===== config.mk =====
export PLATFORM = sky130hd
export DESIGN_NAME = keypad_scan_encoder_flat
export DESIGN_NICKNAME = d
export VERILOG_FILES = /design/src/rtl/keypad_pkg.sv /design/src/rtl/keypad_scan_encoder_if.sv /design/src/rtl/keypad_sync2.sv /design/src/rtl/keypad_scan_encoder.sv /design/src/flat_wrapper.sv
export SDC_FILE = /design/constraint.sdc
export NUM_CORES = 1
export LEC_CHECK = 0
export CAP_MARGIN = 10
export CELL_PAD_IN_SITES_DETAIL_PLACEMENT = 1
export CELL_PAD_IN_SITES_GLOBAL_PLACEMENT = 1
export CORE_ASPECT_RATIO = 1.2
export CORE_MARGIN = 3
export CORE_UTILIZATION = 25
export CTS_BUF_LIST = sky130_fd_sc_hd__clkbuf_8
export DETAILED_ROUTE_END_ITERATION = 6
export PLACE_DENSITY_LB_ADDON = 0.3
export RECOVER_POWER = 50
export REMOVE_ABC_BUFFERS = 1
export SLEW_MARGIN = 20
export SYNTH_ARGS = -nofsm -noshare
export SYNTH_HDL_FRONTEND = slang
export SYNTH_SLANG_ARGS = --single-unit

===== constraint.sdc =====
create_clock -name clk -period 16 [get_ports clk]
set_input_delay 1.6 -clock clk [delete_from_list [all_inputs] [get_ports clk]]
set_output_delay 1.6 -clock clk [all_outputs]
set_load 0.02 [all_outputs]

===== src/rtl/keypad_pkg.sv =====
// Shared types and helpers for the 4x4 keypad scan encoder.
package keypad_pkg;

  localparam int NUM_ROWS = 4;
  localparam int NUM_COLS = 4;

  typedef enum logic [1:0] {
    IDLE,
    PRESS_CHK,
    HELD,
    REL_CHK
  } state_e;

  // Key code layout is {row, col}, so it doubles as the snapshot bit index.
  function automatic logic [3:0] pack_code(input logic [1:0] row, input logic [1:0] col);
    return {row, col};
  endfunction

endpackage


===== src/rtl/keypad_scan_encoder_if.sv =====
// Keypad-side and consumer-side signals of the scan encoder.
interface keypad_scan_encoder_if;
  import keypad_pkg::*;

  logic [NUM_ROWS-1:0] row_i;
  logic [NUM_COLS-1:0] col_o;
  logic [3:0]          key_code;
  logic                key_valid;
  logic                key_held;

  modport master (
    input  row_i,
    output col_o,
    output key_code,
    output key_valid,
    output key_held
  );

  modport slave (
    output row_i,
    input  col_o,
    input  key_code,
    input  key_valid,
    input  key_held
  );

endinterface


===== src/rtl/keypad_sync2.sv =====
// Two-flop synchroniser for the asynchronous keypad row lines.
module keypad_sync2 (
  input  logic       clk,
  input  logic       rst_n,
  input  logic [3:0] d_i,
  output logic [3:0] q_o
);

  logic [3:0] meta_q;
  logic [3:0] sync_q;

  // Rows idle high (pull-ups), so reset to "no key closed".
  always_ff @(posedge clk or negedge rst_n) begin
    if (!rst_n) begin
      meta_q <= 4'b1111;
      sync_q <= 4'b1111;
    end else begin
      meta_q <= d_i;
      sync_q <= meta_q;
    end
  end

  assign q_o = sync_q;

endmodule


===== src/rtl/keypad_scan_encoder.sv =====
// 4x4 matrix keypad scanner with debounced single-key encoding.
import keypad_pkg::*;

module keypad_scan_encoder #(
  parameter int SCAN_DIV       = 4,
  parameter int DEBOUNCE_SCANS = 3
) (
  input  logic                  clk,
  input  logic                  RESET,
  keypad_scan_encoder_if.master kp
);

  localparam int DIV_W = $clog2(SCAN_DIV);
  localparam int CNT_W = $clog2(DEBOUNCE_SCANS + 1);
  localparam logic [DIV_W-1:0] DIV_LAST = DIV_W'(SCAN_DIV - 1);
  localparam logic [CNT_W-1:0] DB_LAST  = CNT_W'(DEBOUNCE_SCANS - 1);
  localparam logic [CNT_W-1:0] CNT_ONE  = CNT_W'(1);

  logic [3:0]       row_sync;
  logic [DIV_W-1:0] div_q, div_d;
  logic [1:0]       col_q, col_d;
  logic [15:0]      snap_q, snap_d;
  logic             slot_end;
  logic             scan_done;
  logic [4:0]       low_cnt;
  logic [3:0]       single_code;
  logic             is_none;
  logic             is_single;

  state_e           state_q;
  logic [CNT_W-1:0] cnt_q;
  logic [3:0]       cand_q;
  logic [3:0]       key_code_q;
  logic             key_valid_q;
  logic             key_held_q;

  keypad_sync2 u_sync (
    .clk   (clk),
    .rst_n (RESET),
    .d_i   (kp.row_i),
    .q_o   (row_sync)
  );

  // Slot divider, column stepping and snapshot capture at the end of each slot.
  always_comb begin
    slot_end  = (div_q == DIV_LAST);
    div_d     = slot_end ? '0 : div_q + 1'b1;
    col_d     = slot_end ? col_q + 2'd1 : col_q;
    scan_done = slot_end && (col_q == 2'd3);
    snap_d    = snap_q;
    if (slot_end) begin
      for (int r = 0; r < NUM_ROWS; r++) begin
        snap_d[pack_code(2'(r), col_q)] = row_sync[r];
      end
    end
  end

  // Classify the completed scan (uses the snapshot including the column just sampled).
  always_comb begin
    low_cnt     = '0;
    single_code = '0;
    for (int i = 0; i < 16; i++) begin
      if (!snap_d[i]) begin
        low_cnt     = low_cnt + 5'd1;
        single_code = 4'(i);
      end
    end
    is_none   = (low_cnt == 5'd0);
    is_single = (low_cnt == 5'd1);
  end

  // Scan position and snapshot registers.
  always_ff @(posedge clk or negedge RESET) begin
    if (!RESET) begin
      div_q  <= '0;
      col_q  <= '0;
      snap_q <= '1;
    end else begin
      div_q  <= div_d;
      col_q  <= col_d;
      snap_q <= snap_d;
    end
  end

  // Debounce FSM, stepped once per full scan; all key outputs are registered here.
  always_ff @(posedge clk or negedge RESET) begin
    if (!RESET) begin
      state_q     <= IDLE;
      cnt_q       <= '0;
      cand_q      <= '0;
      key_code_q  <= '0;
      key_valid_q <= 1'b0;
      key_held_q  <= 1'b0;
    end else begin
      key_valid_q <= 1'b0;
      if (scan_done) begin
        unique case (state_q)
          IDLE: begin
            if (is_single) begin
              cand_q <= single_code;
              if (DEBOUNCE_SCANS == 1) begin
                state_q     <= HELD;
                cnt_q       <= '0;
                key_code_q  <= single_code;
                key_valid_q <= 1'b1;
                key_held_q  <= 1'b1;
              end else begin
                state_q <= PRESS_CHK;
                cnt_q   <= CNT_ONE;
              end
            end
          end
          PRESS_CHK: begin
            if (is_single && (single_code == cand_q)) begin
              if (cnt_q == DB_LAST) begin
                state_q     <= HELD;
                cnt_q       <= '0;
                key_code_q  <= cand_q;
                key_valid_q <= 1'b1;
                key_held_q  <= 1'b1;
              end else begin
                cnt_q <= cnt_q + CNT_ONE;
              end
            end else if (is_single) begin
              cand_q <= single_code;
              cnt_q  <= CNT_ONE;
            end else begin
              state_q <= IDLE;
              cnt_q   <= '0;
            end
          end
          HELD: begin
            if (is_none) begin
              if (DEBOUNCE_SCANS == 1) begin
                state_q    <= IDLE;
                cnt_q      <= '0;
                key_held_q <= 1'b0;
              end else begin
                state_q <= REL_CHK;
                cnt_q   <= CNT_ONE;
              end
            end
          end
          REL_CHK: begin
            if (is_none) begin
              if (cnt_q == DB_LAST) begin
                state_q    <= IDLE;
                cnt_q      <= '0;
                key_held_q <= 1'b0;
              end else begin
                cnt_q <= cnt_q + CNT_ONE;
              end
            end else begin
              state_q <= HELD;
              cnt_q   <= '0;
            end
          end
          default: begin
            state_q <= IDLE;
            cnt_q   <= '0;
          end
        endcase
      end
    end
  end

  assign kp.col_o     = ~(4'b0001 << col_q);
  assign kp.key_code  = key_code_q;
  assign kp.key_valid = key_valid_q;
  assign kp.key_held  = key_held_q;

endmodule


===== src/flat_wrapper.sv =====
// flat-port wrapper written by rule: the top's interface ports become plain ports
module keypad_scan_encoder_flat 
#(
  parameter int SCAN_DIV       = 4,
  parameter int DEBOUNCE_SCANS = 3
)
  (clk, RESET, kp_row_i, kp_col_o, kp_key_code, kp_key_valid, kp_key_held);
  keypad_scan_encoder_if kp_i ();
  input  logic clk;
  input  logic RESET;
  input wire logic [$bits(kp_i.row_i)-1:0] kp_row_i;
  output wire logic [$bits(kp_i.col_o)-1:0] kp_col_o;
  output wire logic [$bits(kp_i.key_code)-1:0] kp_key_code;
  output wire logic [$bits(kp_i.key_valid)-1:0] kp_key_valid;
  output wire logic [$bits(kp_i.key_held)-1:0] kp_key_held;
  assign kp_i.row_i = kp_row_i;
  assign kp_col_o = kp_i.col_o;
  assign kp_key_code = kp_i.key_code;
  assign kp_key_valid = kp_i.key_valid;
  assign kp_key_held = kp_i.key_held;
  keypad_scan_encoder #(.SCAN_DIV(SCAN_DIV), .DEBOUNCE_SCANS(DEBOUNCE_SCANS)) u_core (.clk(clk), .RESET(RESET), .kp(kp_i));
endmodule

# ---- Word-level counts from Yosys, hierarchy flattened
# Cells that the tools add are included.
dict set report op_classes {
  n_lt_le_gt_ge 8
  mux 71
  n_eq_ne 18
  multipliers 0
  shift 1
  n_addsub 18
  bitwise_logic 1
  n_reduce_logical 15
  n_div 0
}
# operator count
set ops {}
lappend ops {{$mux 5} 15}
lappend ops {{$add 5x1->5 const B} 14}
lappend ops {{$bwmux 16} 4}
lappend ops {{$mux 4} 10}
lappend ops {{$mux 2} 14}
lappend ops {{$mux 16} 1}
lappend ops {{$pmux 2 s4} 2}
lappend ops {{$mux 1} 15}
lappend ops {{$mux 3} 4}
lappend ops {{$ne 2x1->1 const B} 6}
lappend ops {{$reduce_and 6->1} 2}
lappend ops {{$eq 2x2->1 const B} 5}
lappend ops {{$lt 4x5->1 const B} 2}
lappend ops {{$ne 3x3->1 const B} 3}
lappend ops {{$demux 1 s2} 4}
lappend ops {{$ge 4x1->1 const B} 2}
lappend ops {{$pmux 4 s2} 1}
lappend ops {{$add 2x1->2 const B} 3}
lappend ops {{$logic_and 1x1->1} 6}
lappend ops {{$reduce_and 3->1} 2}
lappend ops {{$eq 5x1->1 const B} 1}
lappend ops {{$logic_not 5->1} 1}
lappend ops {{$lt 2x5->1 const B} 1}
lappend ops {{$lt 3x5->1 const B} 1}
lappend ops {{other kinds (12)} 13}
dict set report totals {
  ramBits 0
  reg_bits 42
  elab_cells 143
  romBits 0
  inputBits 6
  n_memories 0
  latchBits 0
}

# ---- Logic depth before layout (Yosys ltp)
dict set report logic_depth {
  word_depth 45
  depth_mapped 54
  depth_no_buf 53
}

# ---- By module
# Synthesis repeated with hierarchy kept, for this count alone.
dict set report hier_totals {
  hier_cells 429
  area_unflattened_um2 3938.8
}
# mod cells_each area_each_um2 n_inst
set modules_own_cells {}
lappend modules_own_cells {keypad_scan_encoder 421 3728.6 1}
lappend modules_own_cells {keypad_sync2 8 210.2 1}

# ---- Least setup slack after synthesis
# Ideal clock, no wire load.
dict set report synth_timing {
  path_type {register to register}
  start {reg u_core.col_q[0]}
  end {reg u_core.key_code_q[0] (netlist: u_core.kp.key_code[0])}
  n_path_buf 1
  path_stages_with_launch 54
  arrival_ns 10.542
  setup_time_ns 0.128
  setup_slack_ns 5.331
  period_less_slack_ns 10.669
  required_ns 15.872
  cell_sequence {dfrtp_1 > ha_1 > buf_2 > nand2_1 > mux2_2 > ha_1 > or3_4 > and2_1 > inv_1 > ha_1 > nand2_1 > o21ai_0 > ha_1 > nand2_1 > o221ai_1 > ha_1 > o221a_2 > ha_1 > [18 not listed] > ha_1 > o221a_2 > ha_1 > mux2i_1 > inv_1 > ha_1 > nor2_1 > a21oi_1 > ha_1 > mux2_2 > ha_1 > xnor2_1 > nor3_1 > a21oi_1 > nor2_1 > a32oi_4 > nor4_4 > mux2_1}
}
# element line
set synth_lines {}
lappend synth_lines {{start: declaration} keypad_scan_encoder.sv:21} ;# logic [1:0] col_q, col_d;
lappend synth_lines {{start signal: assignment} keypad_scan_encoder.sv:80} ;# col_q <= col_d;
lappend synth_lines {{$lt 2x5->1 (implied by the code) or $ge 2x1->1 (tied branches)} keypad_scan_encoder.sv:53} ;# snap_d[pack_code(2'(r), col_q)] = row_sync[r];
lappend synth_lines {{$logic_and 1x1->1 (implied by the code)} keypad_scan_encoder.sv:53}
lappend synth_lines {{$mux 1 (implied by the code)} keypad_scan_encoder.sv:53}
lappend synth_lines {{$demux 1 s2 (*)} -}
lappend synth_lines {{$bwmux 16 (*) (4 in a row)} keypad_scan_encoder.sv:53}
lappend synth_lines {{$mux 16 (*)} keypad_scan_encoder.sv:51} ;# if (slot_end) begin
lappend synth_lines {{net u_core.snap_d[1]} keypad_scan_encoder.sv:22} ;# logic [15:0] snap_q, snap_d;
lappend synth_lines {{$mux 5} keypad_scan_encoder.sv:63} ;# if (!snap_d[i]) begin
lappend synth_lines {{[23 not listed]} -}
lappend synth_lines {{$mux 5} keypad_scan_encoder.sv:63}
lappend synth_lines {{$add 5x1->5} keypad_scan_encoder.sv:64} ;# low_cnt = low_cnt + 5'd1;
lappend synth_lines {{$mux 5} keypad_scan_encoder.sv:63}
lappend synth_lines {{$add 5x1->5} keypad_scan_encoder.sv:64}
lappend synth_lines {{$mux 5} keypad_scan_encoder.sv:63}
lappend synth_lines {{$eq 5x1->1} keypad_scan_encoder.sv:69} ;# is_single = (low_cnt == 5'd1);
lappend synth_lines {{$logic_and 1x1->1 (*)} keypad_scan_encoder.sv:114} ;# if (is_single && (single_code == cand_q)) begin
lappend synth_lines {{$reduce_and 4->1 (no line) (*)} -}
lappend synth_lines {{end signal: assignment} keypad_scan_encoder.sv:104} ;# key_code_q <= single_code;
lappend synth_lines {{end signal: assignment} keypad_scan_encoder.sv:118} ;# key_code_q <= cand_q;
lappend synth_lines {{end: declaration} keypad_scan_encoder.sv:33} ;# logic [3:0] key_code_q;
# The timed path passes the listed nets; every way through them passes the cells marked *.
# A chain may end at the register's enable or synchronous reset.

# ---- Final worst setup path
dict set report layout_timing {
  start {reg u_core.div_q[0]}
  end {reg u_core.key_code_q[0] (netlist: u_core.kp.key_code[0])}
}
dict set report layout_between {
  elab_chain_len 36
}
# element line
set layout_rtl {}
lappend layout_rtl {{start: declaration} keypad_scan_encoder.sv:20} ;# logic [DIV_W-1:0] div_q, div_d;
lappend layout_rtl {{start signal: assignment} keypad_scan_encoder.sv:79} ;# div_q <= div_d;
lappend layout_rtl {{$eq 2x2->1 (*)} keypad_scan_encoder.sv:46} ;# slot_end = (div_q == DIV_LAST);
lappend layout_rtl {{$mux 16} keypad_scan_encoder.sv:51}
lappend layout_rtl {{$mux 1} keypad_scan_encoder.sv:63}
lappend layout_rtl {{$add 1x1->2} keypad_scan_encoder.sv:64}
lappend layout_rtl {{$mux 5} keypad_scan_encoder.sv:63}
lappend layout_rtl {{$add 5x1->5} keypad_scan_encoder.sv:64}
lappend layout_rtl {{$mux 5} keypad_scan_encoder.sv:63}
lappend layout_rtl {{$add 5x1->5} keypad_scan_encoder.sv:64}
lappend layout_rtl {{[20 not listed]} -}
lappend layout_rtl {{$mux 5} keypad_scan_encoder.sv:63}
lappend layout_rtl {{$add 5x1->5} keypad_scan_encoder.sv:64}
lappend layout_rtl {{$mux 5} keypad_scan_encoder.sv:63}
lappend layout_rtl {{$add 5x1->5} keypad_scan_encoder.sv:64}
lappend layout_rtl {{$mux 5} keypad_scan_encoder.sv:63}
lappend layout_rtl {{$eq 5x1->1} keypad_scan_encoder.sv:69}
lappend layout_rtl {{$logic_and 1x1->1} keypad_scan_encoder.sv:114}
lappend layout_rtl {{$reduce_and 4->1 (no line) (*)} -}
# Mark *: on every way between the ends. The rest lies on a longest branch, timed or not.

==> reports/qor.yml <==
timing:
  finalSetupViolations: 0
  fin_crit_sh_pct: 79.9
  fin_tns_setup_ns: 0
  fmax_mhz: 78.3
  hold_viol: 0
  worst_pin_slew_ns: 2.37
  post-route-min-period_ns: 12.78
  rsz0062_at_grt: "false"
  skew_ns: 0.0110
  max_slew_margin_pct: -58.2
  drv_slew: 43
worst_setup_path:
  critPathRequiredTime_ns: 16.20
  crit_family: "adder cells"
  slowest_delay_ns: 0.78
  crit_path_max_fanout: 26
  critPathBufInv: 6
  crit_top_cell: "ha_1"
  cp-start-kind: "flip-flop"
  cp-end-kind: "flip-flop"
  cpMaxStageDelayCell: "clkbuf_1"
  worstPathArrival_ns: 12.97
  crit_type: "flip-flop to flip-flop"
route:
  drt-total-wl_um: 10300
  dr.first_iter.drc_count: 100
  ant_nets: 0
  wire_per_inst_um: 16.1
  vias_per_cell: 4.96
  dr.pass1.iters: 4
  vias: 3174
  drc: 0
final_layout:
  drive_gt1_share_pct: 15.6
  n_antenna_cell: 0
  area_growth_syn_to_layout_pct: 10.8
  multi_input_area_um2: 2590
  fillCellCount: 1788
  fin_cells: 640
  fin_nets: 460
  seq_area_um2: 1080
global_routing:
  antenna_found_initial: 0
  grt_max_degree: 43
  grt_use_total_pct: 12.7
  grt_first_pass_wirelength_um: 17600
  grt_pass1_vias: 3392
  grt-ovfl-total: 0
yosys:
  synth_commonest_cells: "nand2_1, xnor2_1, inv_1"
  yosys.cell_types.count: 84
  yosysWarnings: 0
  synthesis.area_um2: 3880
  synth_edf_count: 0
  yosysTopAreaCell: "dfstp_2"
  synthCells: 419
  synth.most_common_cell: "nand2_1"
  synth_top_area_share_pct: 16.2
  ys.flop_type: "dfstp_2"
  yosys-top-cells-area: "dfstp_2, dfrtp_1, xnor2_1"
  ys_ff_latch: 42
  async_flop_share_pct: 100
  avgSynthCellArea_um2: 9.27
  ys_seq_area_share_pct: 27.8
die:
  die_area_um2: 17100
  die_x_um: 120
  ioPinCount: 16
  initial_core_util_pct: 25.7
  placement_rows: 49
  die_y_um: 143
  core_um2: 15100
placed_design:
  place_congestion: 0.766
  place_inst: 632
  port_buffers: 15
  place_hpwl_um: 8130
pwr:
  power-per-cell-area_nw_per_um2: 132
  ir_worst_vdd_uv: 78.4
  power_uw: 570
  p_leak_uw: 0.00172
clock_network:
  cts_num_sinks: 42
  cts_root_buf: "clkbuf_8"
  clk_pin_slew_ns: 0.09
  ctsLongestPathBuffers: 2
  htree_levels: 2
  cts_setup_buffers: 0
  hold_buffers: 0
  cts_buffers: 5
  ctsResizeCount: 0
  cts_tree: "built"
  clkLatencyLatePin_ns: 0.31
hold_path:
  min_path_type: "flip-flop to flip-flop"
flow_run:
  drv_cap: 1
run_status:
  outcome: "finished with violations"
  violations: "max-capacitance violations, max-slew violations"
-- per-layer routing --
| metal | GRT usage [%] | wire (um) | vias up | part of all wire [%] |
|---|---|---|---|---|
| li1 | - | - | 1539 | - |
| met1 | 15.0 | 4480 | 1602 | 43 |
| met2 | 24.3 | 5570 | 21 | 54 |
| met3 | 1.55 | 133 | 12 | 1.3 |
| met4 | 2.90 | 121 | 0 | 1.2 |
| met5 | 0 | 0 | - | 0 |
-- layout by cell type (no fill, tap or decap), drive strengths merged, types with 18 or more instances in the layout --
master,n
a21oi,24
dfrtp,18
dfstp,24
ha,19
inv,37
nand2,38
nor2,20
o21ai,25
xnor2,38
-- power by group --
group	switching (uW)	internal, uW
clock network	41.6	35.1
registers	8.80	117
logic	215	152
-- cells by family (layout without fill, tap and decap cells) --
logic type | after synthesis | count (layout) | share of synthesized area, %
AND/OR/NAND/NOR | 128 | 128 | 18.5
AO/OA/AOI/OAI | 109 | 109 | 21.8
XOR/XNOR | 50 | 50 | 13.3
buffers and inverters | 43 | 60 | 4.67
flip-flops | 42 | 42 | 27.8
multiplexers | 28 | 28 | 7.77
adder cells (fa/ha/maj) | 19 | 19 | 6.12
-- final cells by class --
class	count	share of cell area (%)
clock inverter	2	0.291
inverter	36	3.14
clock buffer	6	1.92
timing repair buffer	16	3.43
tap	204	5.93
multi-input combinational	334	60.2
sequential	42	25.1
-- final timing paths --
| kind | start | end | slack, ns | cells after the start |
|---|---|---|---|---|
| max in group asynchronous | RESET | u_core.cnt_q[0]$_DFFE_PN0P_ | 12.65 | 1 |
| min in group asynchronous | RESET | u_core.cand_q[0]$_DFFE_PN0P_ | 2.00 | 1 |
| worst min register to register | u_core.u_sync.meta_q[2]$_DFF_PN1_ | u_core.u_sync.q_o[2]$_DFF_PN1_ | 0.36 | 0 |
| worst max register to register | u_core.div_q[0]$_DFF_PN0_ | u_core.kp.key_code[0]$_DFFE_PN0P_ | 3.22 | 53 |
| worst max-delay path | u_core.div_q[0]$_DFF_PN0_ | u_core.kp.key_code[0]$_DFFE_PN0P_ | 3.22 | 53 |
| worst min-delay path | u_core.u_sync.meta_q[2]$_DFF_PN1_ | u_core.u_sync.q_o[2]$_DFF_PN1_ | 0.36 | 0 |
-- per-stage QoR --
step | instance area [um^2] | utilization [%] | hold WS (ns) | worst slack (ns)
after floorplan | 3840 | - | 0.345 | 5.03
after global placement | 4240 | 28.1 | 0.346 | 4.39
after detailed placement | 4240 | 28.1 | 0.347 | 4.02
after CTS | 4340 | 28.8 | 0.357 | 3.96
after global routing | 4300 | 28.5 | 0.361 | 2.02
final | 4300 | 28.5 | 0.357 | 3.22
-- sequential cells by signal (all words and copies together), names as in the netlist --
| signal | cells |
|---|---|
| u_core.snap_q | 16 |
| u_core.u_sync.meta_q | 4 |
| u_core.kp.key_code | 4 |
| u_core.u_sync.q_o | 4 |
| u_core.kp.key_valid | 1 |
| u_core.state_q | 2 |
| u_core.col_q | 2 |
| u_core.kp.key_held | 1 |
| u_core.cand_q | 4 |
| u_core.cnt_q | 2 |
| u_core.div_q | 2 |
No activity file was read; power rests on OpenSTA's default activity.
